File: config.mk
export PLATFORM = sky130hd
export DESIGN_NAME = apb_periph_node
export DESIGN_NICKNAME = d
export VERILOG_FILES = /design/src/rtl/apb_periph_node.sv
export SDC_FILE = /design/constraint.sdc
export NUM_CORES = 1
export LEC_CHECK = 0
export BUFFER_PORTS_ARGS = -buffer_cell sky130_fd_sc_hd__buf_4
export CAP_MARGIN = 10
export CORE_AREA = 2 2 447 449
export DETAILED_ROUTE_END_ITERATION = 8
export DIE_AREA = 0 0 449 451
export PLACE_DENSITY_LB_ADDON = 0.1
export SLEW_MARGIN = 20
export SYNTH_ARGS = -nofsm -noshare
export SYNTH_HDL_FRONTEND = slang
export SYNTH_SLANG_ARGS = --single-unit
File: constraint.sdc
create_clock -name clk_i -period 3.65 [get_ports clk_i]
set_input_delay 0.73 -clock clk_i [delete_from_list [all_inputs] [get_ports clk_i]]
set_output_delay 0.73 -clock clk_i [all_outputs]
set_load 0.01 [all_outputs]
File: src/rtl/apb_periph_node.sv
// ---------------------------------------------------------------------------
// apb_periph_node
//   APB 1-to-N peripheral interconnect node. One upstream APB transfer is
//   decoded against runtime start/end address windows and forwarded to one
//   of NB_MASTER downstream peripheral ports. Decode is registered, a decode
//   miss returns an error response, and a per-transfer timeout forces an
//   error when a slave never completes.
//
//   Optional build macro: APB_NODE_ERR_LOG_EN adds a sticky error log
//   (err_clr_i, err_valid_o, err_addr_o, err_cause_o).
//
// Ports
//   clk_i, rst_ni       clock, asynchronous active-low reset
//   psel_i .. pwdata_i  upstream APB request
//   prdata_o, pready_o, pslverr_o   upstream APB response (valid in RESP)
//   start_addr_i / end_addr_i       per-port inclusive address windows
//   m_psel_o            downstream one-hot select
//   m_penable_o, m_paddr_o, m_pwrite_o, m_pwdata_o  downstream broadcast
//   m_prdata_i, m_pready_i, m_pslverr_i             downstream responses
//   err_*               error log (APB_NODE_ERR_LOG_EN only)
// ---------------------------------------------------------------------------
module apb_periph_node #(
   parameter int unsigned NB_MASTER      = 10,
   parameter int unsigned APB_ADDR_WIDTH = 32,
   parameter int unsigned APB_DATA_WIDTH = 32,
   parameter int unsigned TIMEOUT_CYCLES = 256,
   parameter logic [31:0] ERR_RDATA      = 32'hBADACCE5
) (
   input  logic                                  clk_i,
   input  logic                                  rst_ni,
   input  logic                                  psel_i,
   input  logic                                  penable_i,
   input  logic [APB_ADDR_WIDTH-1:0]             paddr_i,
   input  logic                                  pwrite_i,
   input  logic [APB_DATA_WIDTH-1:0]             pwdata_i,
   output logic [APB_DATA_WIDTH-1:0]             prdata_o,
   output logic                                  pready_o,
   output logic                                  pslverr_o,
   input  logic [NB_MASTER*APB_ADDR_WIDTH-1:0]   start_addr_i,
   input  logic [NB_MASTER*APB_ADDR_WIDTH-1:0]   end_addr_i,
   output logic [NB_MASTER-1:0]                  m_psel_o,
   output logic                                  m_penable_o,
   output logic [APB_ADDR_WIDTH-1:0]             m_paddr_o,
   output logic                                  m_pwrite_o,
   output logic [APB_DATA_WIDTH-1:0]             m_pwdata_o,
   input  logic [NB_MASTER*APB_DATA_WIDTH-1:0]   m_prdata_i,
   input  logic [NB_MASTER-1:0]                  m_pready_i,
   input  logic [NB_MASTER-1:0]                  m_pslverr_i
`ifdef APB_NODE_ERR_LOG_EN
   ,
   input  logic                                  err_clr_i,
   output logic                                  err_valid_o,
   output logic [APB_ADDR_WIDTH-1:0]             err_addr_o,
   output logic [1:0]                            err_cause_o
`endif
);

   localparam int unsigned IDX_W = (NB_MASTER > 1) ? $clog2(NB_MASTER) : 1;
   localparam int unsigned CNT_W = (TIMEOUT_CYCLES > 1) ? $clog2(TIMEOUT_CYCLES) : 1;
   localparam logic [CNT_W-1:0] CNT_LAST =
      CNT_W'((TIMEOUT_CYCLES > 0) ? TIMEOUT_CYCLES - 1 : 0);
   localparam logic [APB_DATA_WIDTH-1:0] ERR_DATA = APB_DATA_WIDTH'(ERR_RDATA);

   typedef enum logic [2:0] {
      ST_IDLE,
      ST_SETUP,
      ST_ACCESS,
      ST_ERR,
      ST_RESP
   } state_t;

   state_t             state_q;
   logic [IDX_W-1:0]   idx_q;
   logic               miss_q;
   logic [CNT_W-1:0]   cnt_q;

   logic               hit;
   logic [IDX_W-1:0]   hit_idx;
   logic               sel_ready;
   logic               sel_err;
   logic [APB_DATA_WIDTH-1:0] sel_rdata;
   logic               timeout_hit;

`ifdef APB_NODE_ERR_LOG_EN
   logic [1:0]         resp_cause_q;
`endif

   // Address decode on the live upstream address; lowest index wins on overlap.
   always_comb begin
      hit     = 1'b0;
      hit_idx = '0;
      for (int unsigned i = 0; i < NB_MASTER; i++) begin
         if (!hit &&
             (paddr_i >= start_addr_i[i*APB_ADDR_WIDTH +: APB_ADDR_WIDTH]) &&
             (paddr_i <= end_addr_i[i*APB_ADDR_WIDTH +: APB_ADDR_WIDTH])) begin
            hit     = 1'b1;
            hit_idx = IDX_W'(i);
         end
      end
   end

   // Response of the currently selected downstream port.
   always_comb begin
      sel_ready = m_pready_i[idx_q];
      sel_err   = m_pslverr_i[idx_q];
      sel_rdata = m_prdata_i[int'(idx_q)*APB_DATA_WIDTH +: APB_DATA_WIDTH];
   end

   assign timeout_hit = (TIMEOUT_CYCLES != 0) && (cnt_q == CNT_LAST);

   // Outputs are registered: each is loaded on the transition into the state
   // in which it must be visible, and cleared on the transition out.
   always_ff @(posedge clk_i or negedge rst_ni) begin
      if (!rst_ni) begin
         state_q     <= ST_IDLE;
         idx_q       <= '0;
         miss_q      <= 1'b0;
         cnt_q       <= '0;
         m_psel_o    <= '0;
         m_penable_o <= 1'b0;
         m_paddr_o   <= '0;
         m_pwrite_o  <= 1'b0;
         m_pwdata_o  <= '0;
         prdata_o    <= '0;
         pready_o    <= 1'b0;
         pslverr_o   <= 1'b0;
`ifdef APB_NODE_ERR_LOG_EN
         resp_cause_q <= 2'b00;
`endif
      end else begin
         case (state_q)
            ST_IDLE: begin
               if (psel_i && !penable_i) begin
                  m_paddr_o  <= paddr_i;
                  m_pwrite_o <= pwrite_i;
                  m_pwdata_o <= pwdata_i;
                  idx_q      <= hit_idx;
                  miss_q     <= !hit;
                  if (hit) begin
                     m_psel_o <= NB_MASTER'(1) << hit_idx;
                  end
                  state_q <= ST_SETUP;
               end
            end
            ST_SETUP: begin
               if (miss_q) begin
                  state_q <= ST_ERR;
               end else begin
                  m_penable_o <= 1'b1;
                  cnt_q       <= '0;
                  state_q     <= ST_ACCESS;
               end
            end
            ST_ACCESS: begin
               if (sel_ready || timeout_hit) begin
                  m_psel_o    <= '0;
                  m_penable_o <= 1'b0;
                  cnt_q       <= '0;
                  pready_o    <= 1'b1;
                  prdata_o    <= sel_ready ? sel_rdata : ERR_DATA;
                  pslverr_o   <= sel_ready ? sel_err : 1'b1;
`ifdef APB_NODE_ERR_LOG_EN
                  resp_cause_q <= sel_ready ? (sel_err ? 2'b11 : 2'b00) : 2'b10;
`endif
                  state_q     <= ST_RESP;
               end else begin
                  cnt_q <= cnt_q + 1'b1;
               end
            end
            ST_ERR: begin
               pready_o  <= 1'b1;
               prdata_o  <= ERR_DATA;
               pslverr_o <= 1'b1;
`ifdef APB_NODE_ERR_LOG_EN
               resp_cause_q <= 2'b01;
`endif
               state_q   <= ST_RESP;
            end
            ST_RESP: begin
               pready_o  <= 1'b0;
               prdata_o  <= '0;
               pslverr_o <= 1'b0;
               state_q   <= ST_IDLE;
            end
            default: state_q <= ST_IDLE;
         endcase
      end
   end

`ifdef APB_NODE_ERR_LOG_EN
   logic err_evt;
   assign err_evt = (state_q == ST_RESP) && pslverr_o;

   // Sticky log; a clear coinciding with a new error lets the new error in.
   always_ff @(posedge clk_i or negedge rst_ni) begin
      if (!rst_ni) begin
         err_valid_o <= 1'b0;
         err_addr_o  <= '0;
         err_cause_o <= 2'b00;
      end else if (err_evt && (!err_valid_o || err_clr_i)) begin
         err_valid_o <= 1'b1;
         err_addr_o  <= m_paddr_o;
         err_cause_o <= resp_cause_q;
      end else if (err_clr_i) begin
         err_valid_o <= 1'b0;
      end
   end
`endif

endmodule

==> key figures, run 1 <==
Timing
  • Worst slew margin relative to its limit: 47.03%
  • Worst slew pin tran: 0.7945 ns
  • Setup violators final: 0
  • Final Hold Vio Count: 0
  • RSZ-0062 raised after global routing: true
  • Peak Freq: 278.7 MHz
  • Final period util: 98.30%
  • Final min period: 3.588 ns
  • Final WS setup: 0.06223 ns
  • Clk_skew: 0.01556 ns
  • Pins over their slew limit: 0

Yosys
  • Register area share after synthesis: 13.30%
  • Post-synth EDFFs: 0
  • Top-area cell type share of the netlist area: 33.82%
  • Post-synth ARST share: 100.0%
  • Synth Cell Area: 23710 µm²
  • Synthesis-stage register bit count: 126
  • Post-Syn Instances: 2855
  • Post-synthesis average cell area: 8.306 µm²
  • Yosys Warn Count: 0
  • Post-Syn Nets: 4545
  • Count leader, synth: inv_1
  • Top post-synthesis cells by count: 642 x inv_1, 641 x ha_1, 179 x a21oi_1
  • Synth cell types: 78
  • Cell taking the most area after synthesis: ha_1
  • Ranking of synthesized cells by area: ha_1 34%, dfrtp_1 13%, inv_1 10%
  • Synth Flop Type: dfrtp_1

Power
  • Combinational power share: 67.9%
  • Clk network pwr share: 13.7%
  • Max IR drop VDD: 0.0003735 V
  • P per Cell Area: 334.4 nW/µm²
  • Switching power: 0.006100 W
  • Switching share of total power: 45.30%
  • Flop pwr share: 18.5%
  • Int Power: 0.007366 W
  • Power Total: 0.01347 W
  • P_leak: 21.45 nW

Setup path
  • Crit path capture type: flop
  • Arr. time, crit path: 4.01 ns
  • CP Cell Sequence: buf_4 > clkinvlp_4 > buf_12 > ha_1 > nand2b_4 > a211oi_2 > o21ai_1 > a221o_1 > a211oi_2 > a211oi_4 > buf_12 > nor4_4 > nand3_2 > o211ai_2 > or4b_4 > o21ai_2
  • CP Max Fanout: 6
  • Critical path startpoint category: input pin
  • Buffers plus inverters on the worst setup path: 4
  • Crit path kind: in -> reg
  • CP max-delay cell: or4b_4
  • Largest delay contributor family on the critical path: compound AO/OA/AOI/OAI gates
  • Crit-path max cell delay: 0.50 ns
  • CP Data Required Time: 4.07 ns

Route
  • Antenna-violating nets left: 0
  • Pre-antenna DRT Iters: 6
  • Drt drc: 0
  • Vias per inst: 3.848
  • Starting DRT DRC Count: 1015
  • Avg WL per Cell: 25.07 µm
  • Total vias in the final route: 27090
  • Final wirelength: 176500 µm

Cells and area
  • Layout cells sized above 1: 42.34%
  • Final non-filler cell total: 7041
  • Layout net count: 6049
  • # fillers: 22480
  • Area grow syn2layout: 69.84%
  • Post-Route Utilization: 20.32%
  • Post-route design area: 40270 µm²

Floorplan
  • Cell Rows: 164
  • DIE AREA: 202500 µm²
  • Starting Density: 11.96%
  • DIE HEIGHT: 451 µm
  • CORE AREA: 198200 µm²
  • Die width: 449 µm
  • IO Pins: 1159

Hold path
  • Hold/Removal Path Class: in -> async

GRT
  • Vias in the first global route: 29500
  • Largest net degree at the start of global routing: 65
  • All-Layer GR Usage: 16.84%
  • GRT overflow: 0
  • Global-route wire length before repair: 236200 µm
  • Initial antenna violation count: 39

Place
  • Pre-CTS setup slack: -1.113 ns
  • Gpl congestion: 0.9140
  • DP Cell Count: 6990
  • DP Area: 38830 µm²
  • DP HPWL: 158700 µm
  • Port buffer count: 1158

Clocking
  • CTS tree: built
  • Clk pin slew, worst setup/hold paths: 0.08 ns
  • CTS sink cnt: 126
  • Clock Latency Late Sink: 0.49 ns
  • CTS hold repair buffers: 0
  • Clk buf depth: 2
  • Clk root buf: clkbuf_16
  • CTS Buf Count: 17
  • CTS HTree Levels: 4

Run
  • Max cap viols: 0

Run status
  • Status: complete, no violations
[layer usage]
layer	GRT usage, %	vias to the layer above	share of wire (%)
li1	-	13280	-
met4	3.862	20	2.0
met3	3.441	114	4.7
met1	17.20	12850	37
met5	0	-	0.065
met2	34.27	824	57
[worst register-to-register path: stages (launching register included)]
cell,delay (ns)
dfrtp_4,0.59
mux4_2,0.60
a22o_1,0.27
a22oi_2,0.24
nand2b_1,0.18
a31o_2,0.31
nand2_1,0.25
nand2_1,0.40
nand3_1,0.28
nand2_1,0.07
[registers in the layout, indices dropped and copies added (netlist names)]
name         count
prdata_o        32
pslverr_o        1
m_pwrite_o       1
pready_o         1
m_paddr_o       32
m_psel_o        10
state_q          3
m_pwdata_o      32
idx_q            4
cnt_q            8
m_penable_o      1
miss_q           1
[cell usage in the layout, fill, tap and decap left out, types with 12 or more instances in the layout]
cell type,count
mux2_2,99
inv_1,641
buf_4,1482
nor2b_1,26
a21o_1,94
buf_12,34
o211ai_1,30
nand2_1,154
o21a_1,23
a22oi_1,15
nand2b_1,21
a221oi_1,21
mux4_2,68
nor2_1,71
ha_1,629
nand3_1,76
dfrtp_1,124
buf_6,18
nor3_1,19
o21ai_0,130
and3_1,13
nand4_1,100
diode_2,13
a211oi_1,26
ha_4,12
a22o_1,20
clkbuf_16,19
a21oi_1,169
[layout make-up]
cell class	instances	area [µm²]	area share [%]
Multi-Input combinational cell	2031	18650	46.30
Timing Repair Buffer	1540	12110	30.07
Tap cell	2656	3323	8.252
Sequential cell	126	3161	7.848
Inverter	643	2417	6.002
Clock buffer	18	439.2	1.090
Clock inverter	14	143.9	0.3573
Antenna cell	13	32.53	0.08078
[logic make-up (layout without fill, tap and decap cells)]
logic type | count (synthesis) | after routing | share of synthesized area (%)
flops | 126 | 126 | 13.30
compound gates | 670 | 670 | 18.60
xor+xnor | 1 | 1 | 0.03694
fa+ha+maj | 641 | 641 | 33.82
buf+inv | 698 | 2215 | 11.06
mux | 170 | 170 | 11.29
simple gates | 549 | 549 | 11.90
other cells | 0 | 13 | 0
[power by group through the flow]
stage	combinational, W	clock (W)	sequential [W]
after floorplan	0.00404	0	0.00260
after global placement	0.00929	0	0.00253
after detailed placement	0.00924	0	0.00253
after CTS	0.00932	0.00197	0.00251
after global routing	0.0100	0.00200	0.00258
final	0.00914	0.00184	0.00249
[per-stage QoR]
stage / hold WS (ns) / TNS, ns
final: 0.1835 / 0
after CTS: 0.1752 / 0
after global routing: 0.1916 / -0.05820
after global placement: 0.4529 / -18.57
after floorplan: 0.4344 / 0
after detailed placement: 0.4615 / -13.27
[final timing paths]
check | end | cells past startpoint | from | slack [ns]
max | m_psel_o[1] | 16 | paddr_i[0] | 0.06
max in group asynchronous | pready_o | 2 | rst_ni | 2.57
min in group clk_i | prdata_o[9] | 2 | prdata_o[9] | 0.47
min | m_pwdata_o[4] | 1 | rst_ni | 0.18
min reg2reg | prdata_o[9] | 2 | prdata_o[9] | 0.47
max reg2reg | prdata_o[30] | 9 | idx_q[0] | 0.33
[what timing repair did]
action / CTS / global route
pin swaps: 10 / 38
setup buffers: 1 / 5
cloned: 0 / 3
endpoints found under the setup margin: 14 / 13
resized for setup: 52 / 81
Power figures use the tool's default switching activity.
==> inputs of run 2 (changes only) <==
--- a/config.mk
+++ b/config.mk
@@ -10,7 +10,7 @@
 export CORE_AREA = 2 2 447 449
 export DETAILED_ROUTE_END_ITERATION = 8
 export DIE_AREA = 0 0 449 451
-export PLACE_DENSITY_LB_ADDON = 0.1
+export PLACE_DENSITY = 0.39
 export SLEW_MARGIN = 20
 export SYNTH_ARGS = -nofsm -noshare
 export SYNTH_HDL_FRONTEND = slang
==> run 2 against run 1 <==
  * The run now ends with negative setup slack left
  * Worst setup slack worse by 0.12 ns
  * Critical path depth grew 1
  * Register-to-register slack improved by 0.13 ns
  * Largest cell class unchanged
  * Routed wire length down 1.7%
  * Sequential power down 2%
  * Clock-buffer cell count stayed put
==> key figures, run 2 (same netlist as run 1, synthesis figures left out) <==
Run status
  • Status: complete, but fails checks (was complete, no violations)
  • Failing checks: negative setup slack

Clocking
  • CTS HTree Levels: 4 (unchanged)
  • Clk buf depth: 2 (unchanged)
  • CTS Buf Count: 17 (unchanged)
  • CTS tree: built (unchanged)
  • CTS hold repair buffers: 0 (unchanged)
  • Clock Latency Late Sink: 0.47 ns (was 0.49 ns)
  • CTS sink cnt: 126 (unchanged)
  • Clk pin slew, worst setup/hold paths: 0.07 ns (was 0.08 ns)
  • Clk root buf: clkbuf_16 (unchanged)

GRT
  • Largest net degree at the start of global routing: 58 (was 65)
  • Vias in the first global route: 29380 (was 29500)
  • Initial antenna violation count: 62 (was 39)
  • All-Layer GR Usage: 16.59% (was 16.84%)
  • GRT overflow: 0 (unchanged)
  • Global-route wire length before repair: 233600 µm (was 236200 µm)

Place
  • Gpl congestion: 0.9597 (was 0.9140)
  • DP HPWL: 156300 µm (was 158700 µm)
  • DP Cell Count: 6982 (was 6990)
  • DP Area: 38740 µm² (was 38830 µm²)
  • Port buffer count: 1158 (unchanged)

Floorplan
  • IO Pins: 1159 (unchanged)
  • Cell Rows: 164 (unchanged)
  • Starting Density: 11.96% (unchanged)
  • CORE AREA: 198200 µm² (unchanged)
  • Die width: 449 µm (unchanged)
  • DIE AREA: 202500 µm² (unchanged)
  • DIE HEIGHT: 451 µm (unchanged)

Setup path
  • Worst reg2reg setup slack: 0.46 ns (was 0.33 ns)
  • CP max-delay cell: or4b_4 (unchanged)
  • Largest delay contributor family on the critical path: compound AO/OA/AOI/OAI gates (unchanged)
  • Most frequent cell on the critical path: buf_4
  • CP Max Fanout: 10 (was 6)
  • Buffers plus inverters on the worst setup path: 5 (was 4)
  • CP Cell Sequence: buf_12 > buf_4 > ha_1 > a211o_1 > o211ai_1 > a21oi_1 > a2111oi_0 > buf_4 > o211a_1 > buf_12 > a21oi_1 > a21oi_2 > nand3_2 > o211ai_2 > buf_4 > or4b_4 > o21ai_2 (was buf_4 > clkinvlp_4 > buf_12 > ha_1 > nand2b_4 > a211oi_2 > o21ai_1 > a221o_1 > a211oi_2 > a211oi_4 > buf_12 > nor4_4 > nand3_2 > o211ai_2 > or4b_4 > o21ai_2)
  • Crit path capture type: flop (unchanged)
  • Arr. time, crit path: 4.10 ns (was 4.01 ns)
  • Crit-path max cell delay: 0.47 ns (was 0.50 ns)
  • Critical path startpoint category: input pin (unchanged)
  • Crit path kind: in -> reg (unchanged)
  • CP Data Required Time: 4.04 ns (was 4.07 ns)

Cells and area
  • Layout net count: 6050 (was 6049)
  • Final non-filler cell total: 7052 (was 7041)
  • Post-route design area: 40480 µm² (was 40270 µm²)
  • Most common library cell in the layout ignoring fill and taps: buf_4 (unchanged)
  • Area grow syn2layout: 70.70% (was 69.84%)
  • Leading cell types in the layout, fill and taps excluded: 1466 x buf_4, 636 x inv_1, 624 x ha_1, 168 x a21oi_1, 153 x nand2_1 (was 1482 x buf_4, 641 x inv_1, 629 x ha_1, 169 x a21oi_1, 154 x nand2_1)
  • Layout cells sized above 1: 42.83% (was 42.34%)
  • Biggest regs: m_paddr_o: 32 flops, m_pwdata_o: 32 flops, prdata_o: 32 flops (unchanged)
  • # fillers: 22260 (was 22480)

Power
  • P_leak: 21.47 nW (was 21.45 nW)
  • Switching power: 0.005919 W (was 0.006100 W)
  • Power Total: 0.01331 W (was 0.01347 W)
  • P per Cell Area: 328.9 nW/µm² (was 334.4 nW/µm²)
  • Combinational power share: 68.2% (was 67.9%)
  • Flop pwr share: 18.4% (was 18.5%)
  • Clk network pwr share: 13.4% (was 13.7%)
  • Max IR drop VDD: 0.0003430 V (was 0.0003735 V)
  • Int Power: 0.007394 W (was 0.007366 W)
  • Switching share of total power: 44.46% (was 45.30%)

Route
  • Total vias in the final route: 27390 (was 27090)
  • Drt drc: 0 (unchanged)
  • Antenna-violating nets left: 0 (unchanged)
  • Vias per inst: 3.883 (was 3.848)
  • Final wirelength: 173400 µm (was 176500 µm)
  • Pre-antenna DRT Iters: 5 (was 6)
  • Avg WL per Cell: 24.59 µm (was 25.07 µm)
  • Starting DRT DRC Count: 1023 (was 1015)

Timing
  • Pins over their slew limit: 0 (unchanged)
  • RSZ-0062 raised after global routing: true (unchanged)
  • Setup TNS: -0.1236 ns (was 0 ns)
  • Final WS setup: -0.06191 ns (was 0.06223 ns)
  • Worst slew margin relative to its limit: 44.11% (was 47.03%)
  • Clk_skew: 0.01540 ns (was 0.01556 ns)
  • Worst slew pin tran: 0.8347 ns (was 0.7945 ns)
  • WHS: 0.2706 ns (was 0.1835 ns)
  • Peak Freq: 269.4 MHz (was 278.7 MHz)
  • Final period util: 101.7% (was 98.30%)
  • Final min period: 3.712 ns (was 3.588 ns)
  • Setup violators final: 2 (was 0)
  • Final Hold Vio Count: 0 (unchanged)

Hold path
  • Hold/Removal Path Class: in -> async (unchanged)

Run
  • Max cap viols: 0 (unchanged)
==> run 2: cell count changes in the layout (fill, tap and decap cells not counted), moves of 4 or more <==
cell / previous run / this run
ha_4: 12 / 17
inv_1: 641 / 636
diode_2: 13 / 23
a211oi_2: 9 / 4
ha_1: 629 / 624
buf_4: 1482 / 1466
a2111oi_1: 1 / 5
nor2_2: 0 / 4
inv_6: 8 / 4
buf_6: 18 / 34
==> run 2: what timing repair did <==
item,in CTS,in global routing
gates cloned,0,1
setup endpoints to repair,15,14
pin swaps,56,22
resized for setup,138,57
setup buffers,14,5
==> run 2: worst register-to-register path, cell delays in order, from the launching register on <==
cell,delay (ns)
dfrtp_4,0.57
mux4_2,0.61
a22o_1,0.29
a22oi_2,0.25
nand2b_1,0.17
a31o_2,0.31
nand2_2,0.14
nand2_1,0.37
nand3_1,0.29
nand2_1,0.07
==> run 2: power by group through the flow <==
stage                     clock network (W)  registers (W)  logic, W
after global routing                0.00192        0.00254   0.00992
after detailed placement                  0        0.00249   0.00908
final                               0.00178        0.00245   0.00908
after floorplan                           0        0.00260   0.00404
after CTS                           0.00189        0.00247   0.00926
after global placement                    0        0.00248   0.00906
==> run 2: stage by stage <==
stage	utilization, %	setup slack, ns
after floorplan	-	0.01272
after global placement	19.54	-1.322
after detailed placement	19.54	-1.316
after CTS	20.25	-0.04350
after global routing	20.42	-0.2057
final	20.42	-0.06191
==> run 2: worst paths after layout <==
check / from / cells past startpoint / end
setup reg to reg: idx_q[0] / 9 / prdata_o[1]
min in group clk_i: prdata_o[24] / 2 / prdata_o[24]
max in group asynchronous: rst_ni / 2 / idx_q[1]
setup / recovery: paddr_i[17] / 17 / m_psel_o[3]
hold / removal: rst_ni / 1 / m_penable_o
hold reg to reg: prdata_o[24] / 2 / prdata_o[24]
==> run 2: final cells by class <==
type	count	area, µm²	share of cell area, %
flip-flops and latches	126	3161	7.808
well taps	2656	3323	8.210
diodes	23	57.56	0.1422
inverters	643	2429	6.000
repair buffers	1541	12180	30.09
clock buffers	18	429.2	1.060
multi-input cells	2031	18770	46.36
clock inverters	14	132.6	0.3277
==> run 2: routing by layer <==
metal	part of all wire, %	GRT usage [%]
met2	57	33.78
met4	3.0	5.535
met1	36	16.69
met3	4.2	2.762
met5	0.069	0
==> inputs of run 3 (changes only) <==
==> constraint.sdc (replaced) <==
create_clock -name clk_i -period 3.65 [get_ports clk_i]
set_input_delay 0.365 -clock clk_i [delete_from_list [all_inputs] [get_ports clk_i]]
set_output_delay 0.365 -clock clk_i [all_outputs]
set_load 0.01 [all_outputs]
==> run 3 against run 2 <==
  * Via count fell by 0.84%
  * Cell count down 1.7%
  * Core utilization decreased by 0.88 points
  * The flow now finishes without violations
  * Worst hold slack worse by 0.16 ns
  * Flip-flop and latch count did not move
==> key figures, run 3 (same netlist as run 1, synthesis figures left out) <==
Place
  • Pre-CTS setup slack: -0.8355 ns (was -1.316 ns)
  • Port buffer count: 1158 (unchanged)
  • DP HPWL: 157000 µm (was 156300 µm)
  • DP Cell Count: 6876 (was 6982)
  • Gpl congestion: 0.9356 (was 0.9597)

Setup path
  • Worst path depth: 15 (was 17)
  • CP max-delay cell: or4_1 (was or4b_4)
  • CP Data Required Time: 4.05 ns (was 4.04 ns)
  • Crit path capture type: flop (unchanged)
  • Crit path kind: in -> reg (unchanged)
  • Crit-path max cell delay: 0.57 ns (was 0.47 ns)
  • Worst r2r dst: prdata_o[26] (was prdata_o[1])
  • CP Max Fanout: 7 (was 10)
  • Most frequent cell on the critical path: buf_4 (unchanged)
  • Worst r2r src: idx_q[0] (unchanged)
  • CP Cell Sequence: buf_4 > ha_1 > nand4_1 > or4_1 > a21oi_2 > o41a_1 > o21ai_1 > a221oi_2 > buf_4 > nor2b_1 > o21bai_2 > o211ai_4 > buf_4 > or4_1 > o21ai_1 (was buf_12 > buf_4 > ha_1 > a211o_1 > o211ai_1 > a21oi_1 > a2111oi_0 > buf_4 > o211a_1 > buf_12 > a21oi_1 > a21oi_2 > nand3_2 > o211ai_2 > buf_4 > or4b_4 > o21ai_2)
  • Buffers plus inverters on the worst setup path: 3 (was 5)
  • Largest delay contributor family on the critical path: compound AO/OA/AOI/OAI gates (unchanged)
  • Worst reg2reg setup slack: 0.64 ns (was 0.46 ns)
  • Critical path startpoint category: input pin (unchanged)
  • Arr. time, crit path: 3.97 ns (was 4.10 ns)
  • R2r worst-path depth: 11 (was 9)

Timing
  • Worst slew margin relative to its limit: 49.66% (was 44.11%)
  • Final WS setup: 0.07765 ns (was -0.06191 ns)
  • Final Hold Vio Count: 0 (unchanged)
  • Worst slew pin tran: 0.7473 ns (was 0.8347 ns)
  • WHS: 0.1114 ns (was 0.2706 ns)
  • Peak Freq: 279.9 MHz (was 269.4 MHz)
  • Final period util: 97.87% (was 101.7%)
  • RSZ-0062 raised after global routing: true (unchanged)
  • Pins over their slew limit: 0 (unchanged)
  • Setup violators final: 0 (was 2)
  • Setup TNS: 0 ns (was -0.1236 ns)
  • Clk_skew: 0.01411 ns (was 0.01540 ns)
  • Final min period: 3.572 ns (was 3.712 ns)

Route
  • Drt drc: 0 (unchanged)
  • Antenna-violating nets left: 0 (unchanged)
  • Final wirelength: 175300 µm (was 173400 µm)
  • Avg WL per Cell: 25.29 µm (was 24.59 µm)
  • Starting DRT DRC Count: 1142 (was 1023)
  • Vias per inst: 3.917 (was 3.883)
  • Total vias in the final route: 27160 (was 27390)
  • Pre-antenna DRT Iters: 5 (unchanged)

Cells and area
  • Final non-filler cell total: 6932 (was 7052)
  • Area grow syn2layout: 63.38% (was 70.70%)
  • # fillers: 22500 (was 22260)
  • Most common library cell in the layout ignoring fill and taps: buf_4 (unchanged)
  • Multi-input logic area: 18150 µm² (was 18770 µm²)
  • Layout net count: 5931 (was 6050)
  • Leading cell types in the layout, fill and taps excluded: 1384 x buf_4, 641 x inv_1, 641 x ha_1, 176 x a21oi_1, 154 x nand2_1 (was 1466 x buf_4, 636 x inv_1, 624 x ha_1, 168 x a21oi_1, 153 x nand2_1)
  • Biggest regs: m_paddr_o: 32 flops, m_pwdata_o: 32 flops, prdata_o: 32 flops (unchanged)
  • Layout cells sized above 1: 39.42% (was 42.83%)
  • Post-Route Utilization: 19.55% (was 20.42%)
  • Register area: 3161 µm² (unchanged)

Floorplan
  • IO Pins: 1159 (unchanged)
  • DIE HEIGHT: 451 µm (unchanged)
  • Die width: 449 µm (unchanged)
  • Starting Density: 11.96% (unchanged)
  • DIE AREA: 202500 µm² (unchanged)
  • CORE AREA: 198200 µm² (unchanged)
  • Cell Rows: 164 (unchanged)

GRT
  • Initial antenna violation count: 85 (was 62)
  • GRT overflow: 0 (unchanged)
  • Global-route wire length before repair: 233400 µm (was 233600 µm)
  • Largest net degree at the start of global routing: 76 (was 58)
  • All-Layer GR Usage: 16.76% (was 16.59%)
  • Vias in the first global route: 28380 (was 29380)

Hold path
  • Hold/Removal Path Class: in -> reg (was in -> async)
  • Hold endpoint: m_pwrite_o
  • Hold Path Origin: pwrite_i
  • Worst hold path stage count: 2

Clocking
  • Clk pin slew, worst setup/hold paths: 0.08 ns (was 0.07 ns)
  • CTS HTree Levels: 4 (unchanged)
  • Clk root buf: clkbuf_16 (unchanged)
  • Clock Latency Late Sink: 0.48 ns (was 0.47 ns)
  • CTS sink cnt: 126 (unchanged)
  • CTS Buf Count: 17 (unchanged)
  • Clk buf depth: 2 (unchanged)
  • CTS tree: built (unchanged)

Run
  • Max cap viols: 0 (unchanged)

Power
  • Max IR drop VDD: 0.0003511 V (was 0.0003430 V)
  • P per Cell Area: 336.2 nW/µm² (was 328.9 nW/µm²)
  • P_leak: 20.73 nW (was 21.47 nW)

Run status
  • Status: complete, no violations (was complete, but fails checks)
-- run 3: stage by stage --
stage	area (µm²)	total power, W
4_1_cts	38560	0.01339
3_5_place_dp	37910	0.01142
5_1_grt	38740	0.01405
6_report	38740	0.01303
3_3_place_gp	37910	0.01138
2_1_floorplan	23710	0.006633
-- run 3: routing by layer --
metal	global-route usage [%]	wire [µm]	vias up	part of all wire, %
met5	0	96	-	0.055
met4	5.387	5894	14	3.4
met3	2.494	6760	246	3.9
met2	33.89	98830	939	56
met1	17.30	63740	12890	36
li1	-	-	13060	-
-- run 3: cell type report --
| class | count | area share (%) |
|---|---|---|
| Antenna cell | 22 | 0.1421 |
| Clock buffer | 18 | 1.134 |
| Clock inverter | 14 | 0.3617 |
| Inverter | 643 | 6.230 |
| Multi-Input combinational cell | 2031 | 46.84 |
| Sequential cell | 126 | 8.158 |
| Tap cell | 2656 | 8.578 |
| Timing Repair Buffer | 1422 | 28.56 |
-- run 3: repair_timing --
action / 4_1_cts / 5_1_grt
gates resized for setup: 10 / 29
pin swaps: 0 / 9
buffers inserted: 0 / 1
hold buffers: 1 / 0
endpoints found under the setup margin: 12 / 11
gates cloned: 0 / 1
endpoints found under the hold margin: 33 / 0
-- run 3: worst max-delay path by stage --
stage,startpoint,end,slack (ns)
CTS,paddr_i[13],m_psel_o[0],0.008
finish,paddr_i[14],m_psel_o[0],0.08
floorplan,paddr_i[0],m_psel_o[1],0.16
global route,paddr_i[15],m_psel_o[1],-0.07
global placement,paddr_i[9],m_psel_o[2],-0.82
detailed placement,paddr_i[9],m_psel_o[2],-0.84
-- run 3: where the power goes --
part	switching (W)	total (W)	internal (W)	leakage [nW]
combinational	0.00460	0.00877	0.00417	18.9
sequential	0.000404	0.00242	0.00202	1.55
clock	0.000906	0.00183	0.000927	0.281
